<file path="config.mk">
export PLATFORM = sky130hd
export DESIGN_NAME = ripple_adder
export DESIGN_NICKNAME = d
export VERILOG_FILES = /design/src/rtl/ripple_adder.sv
export SDC_FILE = /design/constraint.sdc
export NUM_CORES = 1
export LEC_CHECK = 0
export ABC_AREA = 1
export CORE_AREA = 2 2 39 41
export DETAILED_ROUTE_END_ITERATION = 12
export DIE_AREA = 0 0 41 43
export GPL_ROUTABILITY_DRIVEN = 0
export PLACE_DENSITY_LB_ADDON = 0.08
export SYNTH_ARGS = -nofsm -noshare
export SYNTH_HDL_FRONTEND = slang
export SYNTH_SLANG_ARGS = --single-unit
</file>
<file path="constraint.sdc">
create_clock -name clk -period 2.2 [get_ports clk]
set_input_delay 0.44 -clock clk [delete_from_list [all_inputs] [get_ports clk]]
set_output_delay 0.44 -clock clk [all_outputs]
set_load 0.01 [all_outputs]
</file>
<file path="src/rtl/ripple_adder.sv">
// ---------------------------------------------------------------------------
// ripple_adder
//
// Registered WIDTH-bit ripple-carry adder for the ALU datapath. A chain of
// 1-bit full-adder cells produces {carry-out, sum} = a + b + c_in. The
// result is captured in output registers when in_valid is high, so
// downstream stages see a stable, synchronous result one cycle later.
//
// Optional feature macro: ADD_RIPPLE_OVF_EN
//   When defined, adds the registered two's-complement overflow flag ovf,
//   computed as carry[WIDTH] ^ carry[WIDTH-1] (for WIDTH=1 this is
//   carry[1] ^ c_in).
//
// Parameters:
//   WIDTH      operand and sum width in bits, 1 to 32 (default 3)
//
// Ports:
//   clk        input   system clock, rising edge active
//   rst        input   synchronous reset, active-high; wins over in_valid
//   in_valid   input   qualifies a, b, c_in for capture on this edge
//   a          input   [WIDTH-1:0] addend A, unsigned
//   b          input   [WIDTH-1:0] addend B, unsigned
//   c_in       input   carry into bit 0
//   sum        output  [WIDTH-1:0] registered sum
//   c_out      output  registered carry out of bit WIDTH-1
//   out_valid  output  one-cycle pulse per accepted input
//   ovf        output  registered signed overflow (ADD_RIPPLE_OVF_EN only)
// ---------------------------------------------------------------------------

// One full-adder cell of the carry chain.
module ripple_adder_fa (
    input  logic a,
    input  logic b,
    input  logic c,
    output logic s,
    output logic c_next
);
    logic p;

    // Propagate term is shared by the sum and the carry equations.
    assign p      = a ^ b;
    assign s      = p ^ c;
    assign c_next = (a & b) | (c & p);
endmodule

module ripple_adder #(
    parameter int WIDTH = 3
) (
    input  logic             clk,
    input  logic             rst,
    input  logic             in_valid,
    input  logic [WIDTH-1:0] a,
    input  logic [WIDTH-1:0] b,
    input  logic             c_in,
    output logic [WIDTH-1:0] sum,
    output logic             c_out,
`ifdef ADD_RIPPLE_OVF_EN
    output logic             out_valid,
    output logic             ovf
`else
    output logic             out_valid
`endif
);

    // carry[i] is the carry into cell i; carry[WIDTH] is the final carry out.
    logic [WIDTH:0]   carry;
    logic [WIDTH-1:0] sum_next;

    logic [WIDTH-1:0] sum_reg;
    logic             c_out_reg;
    logic             valid_reg;

    assign carry[0] = c_in;

    generate
        for (genvar gi = 0; gi < WIDTH; gi++) begin : g_cell
            ripple_adder_fa u_fa (
                .a      (a[gi]),
                .b      (b[gi]),
                .c      (carry[gi]),
                .s      (sum_next[gi]),
                .c_next (carry[gi+1])
            );
        end
    endgenerate

    // Result registers only load on an accepted input, so whatever sits on
    // the operand pins while in_valid is low (including X/Z) cannot reach
    // the held outputs. out_valid is updated every cycle to form a pulse.
    always_ff @(posedge clk) begin
        if (rst) begin
            sum_reg   <= '0;
            c_out_reg <= 1'b0;
            valid_reg <= 1'b0;
        end else begin
            valid_reg <= in_valid;
            if (in_valid) begin
                sum_reg   <= sum_next;
                c_out_reg <= carry[WIDTH];
            end
        end
    end

    assign sum       = sum_reg;
    assign c_out     = c_out_reg;
    assign out_valid = valid_reg;

`ifdef ADD_RIPPLE_OVF_EN
    logic ovf_next;
    logic ovf_reg;

    // Signed overflow: carry into the sign bit differs from carry out of it.
    assign ovf_next = carry[WIDTH] ^ carry[WIDTH-1];

    always_ff @(posedge clk) begin
        if (rst) begin
            ovf_reg <= 1'b0;
        end else if (in_valid) begin
            ovf_reg <= ovf_next;
        end
    end

    assign ovf = ovf_reg;
`endif

endmodule

</file>
==> flow_metrics.py <==
metrics = {
    "place": {
        "dp_slack_ns": -0.2047,
        "io_buffers": 14,
        "dp.final_hpwl_um": 416,
        "placed_cells": 65,
        "dpl_cell_area_um2": 424.2,
    },
    "route": {
        "ant_nets": 0,
        "detail_route.vias_per_cell": 3.638,
        "routed_wl_um": 518,
        "route.detailed.drc": 0,
        "dr_total_vias": 251,
        "drt_iter0_drc": 0,
        "wire_per_inst_um": 7.507,
        "dr.pass1.iters": 1,
    },
    "sta": {
        "post-route-min-period_ns": 2.076,
        "slew_violations": 0,
        "layout_setup_ws_ns": 0.1240,
        "slew_headroom_pct": 79.58,
        "fin_skew_ns": 0,
        "finalSetupTns_ns": 0,
        "hold_viol": 0,
        "max_freq_mhz": 481.7,
        "rsz0062_at_grt": "false",
        "setup_violations": 0,
        "min_period_over_period_pct": 94.36,
        "tightestPinTransition_ns": 0.3053,
    },
    "clocking": {
        "path_clk_slew_ns": 0.04,
        "postCtsSetupBuffers": 0,
        "root_buffer": "clkbuf_4",
        "cts_resized": 0,
        "clkSinkCount": 5,
        "clock_latency_ns": 0.25,
        "cts_tree": "done",
        "cts_buffers": 3,
        "clock_path_buffers": 2,
        "cts_hold_buffers": 0,
        "htree_levels": 1,
    },
    "outcome": {
        "status": "completed",
    },
    "global_route": {
        "antenna_found_initial": 0,
        "grt_pass1_wl_um": 821,
        "grt_max_degree": 10,
        "grt_overflow": 0,
        "grt_pass1_vias": 218,
        "track_usage_pct": 7.879,
    },
    "logic_synthesis": {
        "synth-seq-area-share_pct": 36.36,
        "syn-cell-area_um2": 275.3,
        "synth_area_leader_cell": "dfxtp_1",
        "syn_avg_cell_area_um2": 7.646,
        "ys_top_cells_by_area": "dfxtp_1 (36%), fa_1 (22%), inv_1 (14%), nor2_1 (12%), nand2_1 (9.5%)",
        "yosysUniqueCellTypes": 7,
        "synth-seq-cells": 5,
        "syn_inst": 36,
        "synthesis.nets": 49,
        "yosys.area.top_type_share_pct": 36.36,
        "ys_warn_count": 0,
    },
    "worst_setup_path": {
        "critPathRequiredTime_ns": 2.34,
        "startpoint_type": "primary input",
        "cp_max_fo": 1,
        "path_class": "in -> reg",
        "end_kind": "flop",
        "crit_arrival_ns": 2.22,
    },
    "floorplanning": {
        "pin_count": 15,
        "die_area_um2": 1763,
        "initial_core_util_pct": 19.89,
        "core_area_um2": 1384,
        "die_y_um": 43,
        "num_rows": 14,
        "die_w_um": 41,
    },
    "power_and_ir_drop": {
        "p_per_area_nw_per_um2": 614.2,
        "ir_drop_uv": 126.0,
        "leakage_nw": 0.2230,
        "power.total_mw": 0.2782,
    },
    "hold_path": {
        "min_path_type": "reg -> reg",
    },
    "finish": {
        "fillCellCount": 156,
        "layout.cells.most_common_list": "clkdlybuf4s50_1 (14), inv_1 (9), nor2_1 (9)",
        "fin_cells": 69,
        "largest_reg_flops": 3,
        "layout-drive-gt1-share_pct": 11.32,
        "diodes": 0,
        "syn2layout_area_growth_pct": 64.55,
        "final_common_cell": "clkdlybuf4s50_1",
        "final_area_um2": 452.9,
        "final_nets": 67,
    },
    "job": {
        "cap_viol_max_count": 0,
    },
}
[worst max-delay path, cell delays in order]
cell and delay (ns):
clkdlybuf4s50_1 0.46, inv_1 0.06, fa_2 0.38, inv_2 0.06, fa_1 0.16, inv_1 0.05
fa_1 0.47, nand2_1 0.05, nand2_1 0.07, nor2_1 0.03
[metal layers]
| metal | routed length, µm | up-vias | share of wire (%) | track usage [%] |
|---|---|---|---|---|
| met5 | 0 | - | 0 | 0 |
| met4 | 45 | 0 | 8.7 | 14.00 |
| met3 | 37 | 4 | 7.1 | 0.5236 |
| met2 | 244 | 14 | 47 | 10.00 |
| met1 | 190 | 102 | 37 | 7.869 |
| li1 | - | 131 | - | - |
[final timing paths]
kind,slack [ns],to,cells past startpoint,from
max,0.12,sum[2]$_SDFFE_PP0P_,10,a[0]
min,0.47,sum[0]$_SDFFE_PP0P_,2,sum[0]$_SDFFE_PP0P_
max reg2reg,1.65,c_out$_SDFFE_PP0P_,2,c_out$_SDFFE_PP0P_
min reg2reg,0.47,sum[0]$_SDFFE_PP0P_,2,sum[0]$_SDFFE_PP0P_
[final cells by class]
cell class	count	area, µm²	area share (%)
repair buffers	14	140.1	30.94
clock buffers	4	26.28	5.801
flip-flops and latches	5	100.1	22.10
inverters	10	37.54	8.287
well taps	16	20.02	4.420
multi-input cells	20	128.9	28.45
[through the flow]
stage | util [%] | hold WS, ns
finish | 32.73 | 0.4675
detailed placement | 30.65 | 0.4630
floorplan | - | 0.4924
global placement | 30.65 | 0.4554
CTS | 32.55 | 0.4694
global route | 32.73 | 0.4886
[power by group]
group	leakage, nW	switching (mW)	internal (mW)
clock	0.0150	0.0412	0.0688
combinational	0.166	0.0276	0.0389
sequential	0.0416	0.00316	0.0986
[kinds of logic after synthesis]
family | synth area share (%)
buf+inv | 17.73
simple gates | 24.09
fa+ha+maj | 21.82
flops | 36.37
[cells in the mapped netlist (all sizes together)]
| cell | number |
|---|---|
| inv | 10 |
| nor2 | 9 |
| nand2 | 8 |
| dfxtp | 5 |
| fa | 3 |
| buf | 1 |
No activity file was read; power rests on OpenSTA's default activity.
